### src/rtl/lzd_denormalizer_pkg.sv
`default_nettype none
// ============================================================================
// Module   : lzd_denormalizer_pkg
// Brief    : Shared constants, stage payload type and mask helper for the
//            three-stage denormalizing barrel shifter.
// Revision : 1.0 - initial release
// ============================================================================
package lzd_denormalizer_pkg;

    localparam int C_DEF_WIDTH = 32;
    localparam int C_DEF_CNT_W = $clog2(C_DEF_WIDTH);

    // Payload is sized for the widest legal datapath; narrower configs zero-extend.
    localparam int C_PAY_W  = 32;
    localparam int C_REM_W  = 3;
    localparam int C_SH_W   = 6;

    localparam int C_S1_LO  = 3;
    localparam int C_S2_HI  = 2;
    localparam int C_S2_LO  = 1;
    localparam int C_S3_BIT = 0;

    localparam int C_S1_GRAN = 8;
    localparam int C_S2_GRAN = 2;
    localparam int C_S3_GRAN = 1;

    typedef struct packed {
        logic [C_PAY_W-1:0] data;
        logic [C_REM_W-1:0] cnt_rem;
        logic               zero;
        logic               sticky;
        logic               valid;
    } stage_pay_t;

    function automatic logic [C_PAY_W-1:0] low_mask(input logic [C_SH_W-1:0] sh);
        return ~({C_PAY_W{1'b1}} << sh);
    endfunction

endpackage
`default_nettype wire

### src/rtl/lzd_denormalizer_if.sv
`default_nettype none
// ============================================================================
// Module   : lzd_denormalizer_if
// Brief    : Input and output valid/ready channels of the denormalizer.
// Revision : 1.0 - initial release
// ============================================================================
interface lzd_denormalizer_if #(
    parameter int WIDTH = 32,
    parameter int CNT_W = $clog2(WIDTH)
);
    logic             in_valid;
    logic             in_ready;
    logic [WIDTH-1:0] in_mant;
    logic [CNT_W-1:0] in_cnt;
    logic             in_zero;
    logic             out_valid;
    logic             out_ready;
    logic [WIDTH-1:0] out_data;
    logic             out_inexact;

    modport master (
        output in_valid, in_mant, in_cnt, in_zero, out_ready,
        input  in_ready, out_valid, out_data, out_inexact
    );

    modport slave (
        input  in_valid, in_mant, in_cnt, in_zero, out_ready,
        output in_ready, out_valid, out_data, out_inexact
    );
endinterface
`default_nettype wire

### src/rtl/lzd_denormalizer_shift_stage.sv
`default_nettype none
// ============================================================================
// Module   : denorm_shift_stage
// Brief    : One registered barrel-shifter stage: shifts by shamt*GRANULE and
//            accumulates the discarded bits into the sticky flag.
// Revision : 1.0 - initial release
// ============================================================================
module denorm_shift_stage
    import lzd_denormalizer_pkg::*;
#(
    parameter int GRANULE = 1,
    parameter int SLICE_W = 1
) (
    input  wire logic               clk,
    input  wire logic               rst,
    input  wire logic               i_en,
    input  wire stage_pay_t         i_pay,
    input  wire logic [SLICE_W-1:0] i_shamt,
    output stage_pay_t              o_pay
);

    logic [C_SH_W-1:0] w_sh;
    stage_pay_t        w_next;
    stage_pay_t        r_pay;

    assign w_sh = C_SH_W'(i_shamt) * C_SH_W'(GRANULE);

    always_comb begin
        w_next        = i_pay;
        w_next.data   = i_pay.data >> w_sh;
        w_next.sticky = i_pay.sticky | (|(i_pay.data & low_mask(w_sh)));
    end

    always_ff @(posedge clk or posedge rst) begin
        if (rst) begin
            r_pay <= '0;
        end else if (i_en) begin
            r_pay <= w_next;
        end
    end

    assign o_pay = r_pay;

endmodule
`default_nettype wire

### src/rtl/lzd_denormalizer.sv
`default_nettype none
// ============================================================================
// Module   : lzd_denormalizer
// Brief    : Restores a fixed-point value from a normalized mantissa and its
//            leading-zero count via a 3-stage pipelined logical right shift.
// Revision : 1.0 - initial release
// ============================================================================
module lzd_denormalizer
    import lzd_denormalizer_pkg::*;
#(
    parameter int WIDTH = C_DEF_WIDTH
) (
    input  wire logic          clk,
    input  wire logic          rst,
    lzd_denormalizer_if.slave  bus
);

    localparam int CNT_W = $clog2(WIDTH);
    localparam int S1_W  = CNT_W - C_S1_LO;

    if (WIDTH != 16 && WIDTH != 32) begin : g_bad_width
        $error("lzd_denormalizer: WIDTH must be 16 or 32");
    end

    logic       w_en;
    stage_pay_t w_s1_in;
    stage_pay_t w_s1;
    stage_pay_t w_s2;
    stage_pay_t w_s3;
    logic       w_unused;

    // A single enable freezes the whole pipe, so bubbles never block advance.
    assign w_en = !w_s3.valid || bus.out_ready;

    always_comb begin
        w_s1_in         = '0;
        w_s1_in.valid   = bus.in_valid;
        w_s1_in.zero    = bus.in_zero;
        w_s1_in.cnt_rem = bus.in_cnt[C_REM_W-1:0];
        w_s1_in.sticky  = 1'b0;
        w_s1_in.data    = bus.in_zero ? '0 : C_PAY_W'(bus.in_mant);
    end

    denorm_shift_stage #(
        .GRANULE (C_S1_GRAN),
        .SLICE_W (S1_W)
    ) u_stage1 (
        .clk     (clk),
        .rst     (rst),
        .i_en    (w_en),
        .i_pay   (w_s1_in),
        .i_shamt (bus.in_cnt[CNT_W-1:C_S1_LO]),
        .o_pay   (w_s1)
    );

    denorm_shift_stage #(
        .GRANULE (C_S2_GRAN),
        .SLICE_W (C_S2_HI - C_S2_LO + 1)
    ) u_stage2 (
        .clk     (clk),
        .rst     (rst),
        .i_en    (w_en),
        .i_pay   (w_s1),
        .i_shamt (w_s1.cnt_rem[C_S2_HI:C_S2_LO]),
        .o_pay   (w_s2)
    );

    denorm_shift_stage #(
        .GRANULE (C_S3_GRAN),
        .SLICE_W (1)
    ) u_stage3 (
        .clk     (clk),
        .rst     (rst),
        .i_en    (w_en),
        .i_pay   (w_s2),
        .i_shamt (w_s2.cnt_rem[C_S3_BIT]),
        .o_pay   (w_s3)
    );

    assign bus.in_ready    = w_en;
    assign bus.out_valid   = w_s3.valid;
    assign bus.out_data    = w_s3.data[WIDTH-1:0];
    assign bus.out_inexact = w_s3.sticky & ~w_s3.zero;

    // Remaining count bits and the zero-extended upper payload end here.
    assign w_unused = ^{w_s3.data, w_s3.cnt_rem};

endmodule
`default_nettype wire

### src/flat_wrapper.sv
// flat-port wrapper written by rule: the top's interface ports become plain ports
module lzd_denormalizer_flat import lzd_denormalizer_pkg::*;
#(
    parameter int WIDTH = C_DEF_WIDTH
)
  (clk, rst, bus_in_valid, bus_in_mant, bus_in_cnt, bus_in_zero, bus_out_ready, bus_in_ready, bus_out_valid, bus_out_data, bus_out_inexact);
  lzd_denormalizer_if #(.WIDTH(WIDTH)) bus_i ();
  input  wire logic clk;
  input  wire logic rst;
  input wire logic [$bits(bus_i.in_valid)-1:0] bus_in_valid;
  input wire logic [$bits(bus_i.in_mant)-1:0] bus_in_mant;
  input wire logic [$bits(bus_i.in_cnt)-1:0] bus_in_cnt;
  input wire logic [$bits(bus_i.in_zero)-1:0] bus_in_zero;
  input wire logic [$bits(bus_i.out_ready)-1:0] bus_out_ready;
  output wire logic [$bits(bus_i.in_ready)-1:0] bus_in_ready;
  output wire logic [$bits(bus_i.out_valid)-1:0] bus_out_valid;
  output wire logic [$bits(bus_i.out_data)-1:0] bus_out_data;
  output wire logic [$bits(bus_i.out_inexact)-1:0] bus_out_inexact;
  assign bus_i.in_valid = bus_in_valid;
  assign bus_i.in_mant = bus_in_mant;
  assign bus_i.in_cnt = bus_in_cnt;
  assign bus_i.in_zero = bus_in_zero;
  assign bus_i.out_ready = bus_out_ready;
  assign bus_in_ready = bus_i.in_ready;
  assign bus_out_valid = bus_i.out_valid;
  assign bus_out_data = bus_i.out_data;
  assign bus_out_inexact = bus_i.out_inexact;
  lzd_denormalizer #(.WIDTH(WIDTH)) u_core (.clk(clk), .rst(rst), .bus(bus_i));
endmodule
### config.mk
export PLATFORM = sky130hd
export DESIGN_NAME = lzd_denormalizer_flat
export DESIGN_NICKNAME = d
export VERILOG_FILES = /design/src/rtl/lzd_denormalizer_pkg.sv /design/src/rtl/lzd_denormalizer_if.sv /design/src/rtl/lzd_denormalizer_shift_stage.sv /design/src/rtl/lzd_denormalizer.sv /design/src/flat_wrapper.sv
export SDC_FILE = /design/constraint.sdc
export NUM_CORES = 1
export LEC_CHECK = 0
export ABC_AREA = 1
export ABC_CLOCK_PERIOD_IN_PS = 3350
export CAP_MARGIN = 20
export CORE_ASPECT_RATIO = 1.2
export CORE_MARGIN = 2
export CORE_UTILIZATION = 50
export DETAILED_ROUTE_END_ITERATION = 12
export PLACE_DENSITY = 0.78
export SYNTH_ARGS = -nofsm -noshare
export SYNTH_HDL_FRONTEND = slang
export SYNTH_SLANG_ARGS = --single-unit
### constraint.sdc
create_clock -name clk -period 3.35 [get_ports clk]
set_input_delay 0.67 -clock clk [delete_from_list [all_inputs] [get_ports clk]]
set_output_delay 0.67 -clock clk [all_outputs]
set_load 0.02 [all_outputs]
==> results.py, run 1 <==
metrics = {
    "synthesis": {
        "synth_common_cells": "220 x nand2_1, 109 x dfrtp_1, 78 x a21oi_1",
        "syn_inst": 748,
        "ys_types": 29,
        "synth_top_area_share_pct": 47.1,
        "yosysSeqAreaShare_pct": 47.1,
        "ys_async_sr_fraction_pct": 100,
        "yosysTopAreaCell": "dfrtp_1",
        "ys.flop_type": "dfrtp_1",
        "synth-edff-count": 0,
        "synth.avg_cell_area_um2": 7.74,
        "syn_nets": 790,
        "synth_area_leaders": "dfrtp_1 47%, nand2_1 14%, a21oi_1 6.7%",
        "yosysWarningCount": 0,
        "synth.most_common_cell": "nand2_1",
        "ys_ff_latch": 109,
        "synth_area_um2": 5790,
    },
    "global_routing": {
        "grt_max_degree": 89,
        "grt_pass1_wl_um": 22400,
        "gr-total-overflow": 0,
        "grt_pass1_vias": 4706,
        "grt_antenna_before_repair": 0,
        "grt_usage_pct": 22.7,
    },
    "die": {
        "core_um2": 11400,
        "pin_count": 77,
        "die-area_um2": 12500,
        "fp-row-count": 43,
        "die_w_um": 102,
        "initial_utilization_pct": 50.8,
        "die_h_um": 122,
    },
    "setup_path": {
        "setup.worst_path.class": "in2out",
        "cp_data_arrival_time_ps": 1880,
        "cp_common_cell": "clkdlybuf4s50_1",
        "crit_required_ps": 2680,
        "crit_path_start_kind": "primary input",
        "worstPathCellList": "clkdlybuf4s50_1 > nor2_4 > inv_2 > clkdlybuf4s50_1",
        "critPathCaptureType": "primary output",
        "path_max_fanout": 4,
        "critical-path-max-stage-delay_ps": 590,
        "crit_slowest_cell": "clkdlybuf4s50_1",
    },
    "cts": {
        "cts.sinks": 109,
        "cts_tree": "built",
        "cts-root-buf": "clkbuf_16",
        "numCtsBuffers": 9,
        "clk_latency_ps": 340,
        "ctsHoldBuffers": 0,
        "cts_resized": 0,
        "clock_path_buffers": 2,
        "postCtsSetupBuffers": 0,
        "clk_pin_slew_ps": 70,
        "htree_levels": 3,
    },
    "drt": {
        "route.detailed.drc": 0,
        "ant_nets": 0,
        "drtIter0Drc": 344,
        "dr.pass1.iters": 6,
        "finalWirelength_um": 13200,
        "viasPerCell": 5.36,
        "num_vias": 4972,
        "wl_per_cell_um": 14.2,
    },
    "finish": {
        "n_antenna_cell": 0,
        "drive_gt1_share_pct": 4.94,
        "syn2layout_area_growth_pct": 14.1,
        "num-fill-cells": 1066,
        "utilization_pct": 57.9,
        "layout.cells.non_filler": 927,
        "nets": 807,
    },
    "pwr": {
        "p_clk_share_pct": 21.4,
        "p_leak_nw": 2.98,
        "p_seq_share_pct": 41.0,
        "swShare_pct": 37.7,
        "p_int_mw": 2.96,
        "p_per_area_nw_per_um2": 720,
        "p_sw_mw": 1.79,
        "total_power_mw": 4.76,
        "max-vdd-ir-drop_v": 0.000251,
        "power_frac_comb_pct": 37.6,
    },
    "sta": {
        "skew_ps": 5.04,
        "worstMarginPinSlew_ps": 943,
        "tns_ps": 0,
        "final-setup-viol-count": 0,
        "grt_setup_unrepaired": "no",
        "drv_slew": 0,
        "period_minus_slack_ps": 2550,
        "timing.fmax_ghz": 0.393,
        "finalHoldViolations": 0,
        "period_share_pct": 76.0,
        "max-slew-margin-rel_pct": 37.1,
    },
    "run": {
        "max_cap_violations": 0,
    },
    "min_path": {
        "hp-class": "reg2reg",
    },
    "status": {
        "outcome": "finished, final reports clean",
    },
    "placed_design": {
        "gp_congestion": 0.890,
        "dp_hpwl_um": 9530,
        "numPlacedInstances": 911,
        "numPortBuffers": 76,
    },
}
-- routing by layer --
metal	part of all wire (%)	global-route usage, %	wire, um
met1	46	32.2	6110
met2	47	35.7	6220
met3	4.7	3.27	613
met4	1.8	7.67	237
met5	0	0	0
-- cell families (layout without fill, tap and decap cells) --
group	after synthesis	count (layout)	share of synthesized area [%]
buffers and inverters	135	157	12.6
AND/OR/NAND/NOR	330	330	23.0
flip-flops	109	109	47.1
AO/OA/AOI/OAI	174	174	17.3
-- per-stage QoR --
stage                     setup WS [ps]  hold slack, ps  cell area [um^2]
final                               805             450              6610
after global routing                778             479              6610
after CTS                           800             453              6610
after detailed placement            743             435              6320
after global placement              795             429              6320
after floorplan                    1360             420              5800
-- sequential cells by signal, indices dropped and copies added (netlist names) --
name,flops
u_core.u_stage2.o_pay,36
u_core.u_stage3.o_pay,35
u_core.u_stage1.o_pay,38
-- power groups by stage --
| stage | Sequential [mW] | Clock [mW] | Combinational, mW |
|---|---|---|---|
| final | 1.95 | 1.02 | 1.79 |
| after global routing | 2.00 | 1.09 | 2.00 |
| after CTS | 1.95 | 1.04 | 1.80 |
| after detailed placement | 1.97 | 0 | 1.78 |
| after global placement | 1.96 | 0 | 1.75 |
| after floorplan | 1.92 | 0 | 1.43 |
-- critical path: cells and delay by family --
kind	cells	cell delay (ps)
buffers and inverters	3	1150
AND/OR/NAND/NOR	1	60
-- placed cells by master (no fill, tap or decap), drive strengths merged --
cell / Yosys / final
o32ai: 8 / 8
nand4: 9 / 9
o211ai: 5 / 5
clkdlybuf4s50: 0 / 76
o21a: 1 / 1
a22oi: 8 / 8
nand2: 221 / 221
and2: 1 / 1
clkbuf: 12 / 12
buf: 69 / 11
a31oi: 9 / 9
o221ai: 3 / 3
a32oi: 7 / 7
clkinvlp: 0 / 2
nor2: 64 / 64
a22o: 3 / 3
o21ai: 51 / 51
dfrtp: 109 / 109
inv: 54 / 55
a21oi: 78 / 78
a32o: 1 / 1
clkinv: 0 / 1
nand3: 35 / 35
-- cell type report --
class | count | area, um^2 | area share (%)
Inverter | 54 | 209 | 3.16
Timing Repair Buffer | 87 | 856 | 12.9
Tap cell | 157 | 196 | 2.97
Clock inverter | 4 | 30.0 | 0.454
Multi-Input combinational cell | 504 | 2330 | 35.3
Clock buffer | 12 | 256 | 3.88
Sequential cell | 109 | 2730 | 41.3
-- path summary, 6_finish.rpt --
path | startpoint | to | slack [ps] | cells past startpoint
setup / recovery | bus_out_ready | bus_in_ready | 800 | 4
hold / removal | u_core.u_stage2.o_pay[0] | u_core.u_stage3.o_pay[0] | 450 | 2
setup reg to reg | u_core.u_stage3.o_pay[0] | u_core.u_stage1.o_pay[36] | 1490 | 6
hold reg to reg | u_core.u_stage2.o_pay[0] | u_core.u_stage3.o_pay[0] | 450 | 2
max in group asynchronous | rst | u_core.u_stage1.o_pay[11] | 1860 | 3
min in group asynchronous | rst | u_core.u_stage3.o_pay[15] | 760 | 2
Power figures use the tool's default switching activity.
==> run 2: changes to the inputs <==
--- a/config.mk
+++ b/config.mk
@@ -6,7 +6,7 @@
 export NUM_CORES = 1
 export LEC_CHECK = 0
 export ABC_AREA = 1
-export ABC_CLOCK_PERIOD_IN_PS = 3350
+export ABC_CLOCK_PERIOD_IN_PS = 2100
 export CAP_MARGIN = 20
 export CORE_ASPECT_RATIO = 1.2
 export CORE_MARGIN = 2
==> constraint.sdc (replaced) <==
create_clock -name clk -period 2.1 [get_ports clk]
set_input_delay 0.42 -clock clk [delete_from_list [all_inputs] [get_ports clk]]
set_output_delay 0.42 -clock clk [all_outputs]
set_load 0.02 [all_outputs]
==> results.py, run 2 (same netlist as run 1, synthesis figures left out) <==
metrics = {
    "pwr": {
        "p_leak_nw": 3.06,
        "p_per_area_nw_per_um2": 1130,
        "total_power_mw": 7.62,
        "max-vdd-ir-drop_v": 0.000485,
    },
    "die": {
        "pin_count": 77,
        "die_w_um": 102,
        "fp-row-count": 43,
        "die_h_um": 122,
        "core_um2": 11400,
        "initial_utilization_pct": 50.8,
        "die-area_um2": 12500,
    },
    "sta": {
        "period_share_pct": 87.8,
        "grt_setup_unrepaired": "no",
        "skew_ps": 9.23,
        "finalHoldViolations": 0,
        "max-slew-margin-rel_pct": 62.3,
        "tns_ps": 0,
        "worstMarginPinSlew_ps": 565,
        "period_minus_slack_ps": 1840,
        "timing.fmax_ghz": 0.542,
        "drv_slew": 0,
        "final-setup-viol-count": 0,
    },
    "finish": {
        "final_cell_mix": "220 x nand2_1, 109 x dfrtp_1, 78 x a21oi_1",
        "n_antenna_cell": 0,
        "drive_gt1_share_pct": 6.39,
        "postLayoutCellArea_um2": 6750,
        "num-fill-cells": 1063,
        "layout.cells.non_filler": 939,
        "nets": 819,
        "syn2layout_area_growth_pct": 16.6,
        "utilization_pct": 59.2,
        "largest_reg_flops": 38,
        "layout_commonest_cell": "nand2_1",
    },
    "setup_path": {
        "worstPathCellList": "nor2_1 > clkdlybuf4s50_1",
        "endpoint": "bus_out_inexact",
        "cp_data_arrival_time_ps": 1420,
        "r2r_setup_slack_ps": 600,
        "crit_slowest_cell": "clkdlybuf4s50_1",
        "r2r-start": "u_core.u_stage3.o_pay[0]",
        "critical-path-max-stage-delay_ps": 600,
        "crit-reg2reg-capture": "u_core.u_stage1.o_pay[37]",
        "setup.worst_path.class": "reg2out",
        "reg2reg_depth": 6,
        "critPathCaptureType": "primary output",
        "startpoint": "u_core.u_stage3.o_pay[2]",
        "crit_path_start_kind": "flip-flop",
        "crit_required_ps": 1680,
        "path_max_fanout": 2,
    },
    "drt": {
        "dr.pass1.iters": 5,
        "wl_per_cell_um": 13.9,
        "route.detailed.drc": 0,
        "ant_nets": 0,
        "drtIter0Drc": 365,
        "num_vias": 5004,
        "finalWirelength_um": 13100,
        "viasPerCell": 5.33,
    },
    "placed_design": {
        "gp_congestion": 0.913,
        "numPlacedInstances": 923,
        "dp_hpwl_um": 9510,
        "postPlaceCellArea_um2": 6470,
        "numPortBuffers": 76,
    },
    "cts": {
        "numCtsBuffers": 9,
        "ctsHoldBuffers": 0,
        "postCtsSetupBuffers": 0,
        "htree_levels": 3,
        "cts_tree": "built",
        "clock_path_buffers": 2,
        "cts_resized": 0,
        "cts.sinks": 109,
        "clk_pin_slew_ps": 70,
        "cts-root-buf": "clkbuf_16",
        "clk_latency_ps": 350,
    },
    "global_routing": {
        "grt_antenna_before_repair": 0,
        "gr-total-overflow": 0,
        "grt_pass1_vias": 4659,
        "grt_pass1_wl_um": 22200,
        "grt_usage_pct": 22.3,
        "grt_max_degree": 110,
    },
    "run": {
        "max_cap_violations": 0,
    },
    "min_path": {
        "hp-class": "reg2reg",
    },
    "status": {
        "outcome": "finished, final reports clean",
    },
}
[run 2: cell count changes in the layout (fill, tap and decap cells not counted), sizes merged]
cell           delta
clkinvlp          +1
buf              +12
clkinv            +1
clkdlybuf4s50     -1
dlymetal6s2s      +1
clkbuf            -1
inv               -1
[run 2: cell type report]
cell class                 instances  area, um^2  share of cell area [%]
multi-input combinational        504        2330                    34.5
clock inverter                     5        33.8                   0.500
sequential                       109        2730                    40.4
timing repair buffer              99        1010                    15.0
inverter                          54         209                    3.09
clock buffer                      11         243                    3.59
tap                              157         196                    2.91
[run 2: per-stage QoR]
stage / setup slack, ps / hold WS (ps)
after global routing: 171 / 481
after detailed placement: 23.4 / 432
after floorplan: 365 / 420
after CTS: 15.2 / 450
after global placement: 27.7 / 439
final: 255 / 445
[run 2: layer usage]
metal  vias up  share of wire, %  track usage (%)
met5         -                 0                0
met4         0               2.5             8.83
met2       158                46             34.7
met1      2329                47             31.9
li1       2493                 -                -
met3        24               4.6             2.70
[run 2: worst min-delay path by stage]
stage                     cells after the start                     start  slack, ps                       end
final                                         2  u_core.u_stage2.o_pay[0]        440  u_core.u_stage3.o_pay[0]
after global routing                          2  u_core.u_stage2.o_pay[0]        480  u_core.u_stage3.o_pay[0]
after CTS                                     2  u_core.u_stage2.o_pay[0]        450  u_core.u_stage3.o_pay[0]
after detailed placement                      2  u_core.u_stage2.o_pay[0]        430  u_core.u_stage3.o_pay[0]
after global placement                        2  u_core.u_stage2.o_pay[0]        440  u_core.u_stage3.o_pay[0]
after floorplan                               2  u_core.u_stage2.o_pay[0]        420  u_core.u_stage3.o_pay[0]
[run 2: critical path, delay by kind of cell, from the launching register on]
kind,cells,cell delay (ps)
DFF,1,380
buffers and inverters,1,600
and+or+nand+nor,1,100
[run 2: power by group]
group | internal (mW) | switching (mW) | total (mW) | leakage (nW)
registers | 2.73 | 0.381 | 3.11 | 1.39
logic | 1.20 | 1.73 | 2.93 | 1.54
clock network | 0.837 | 0.750 | 1.59 | 0.132
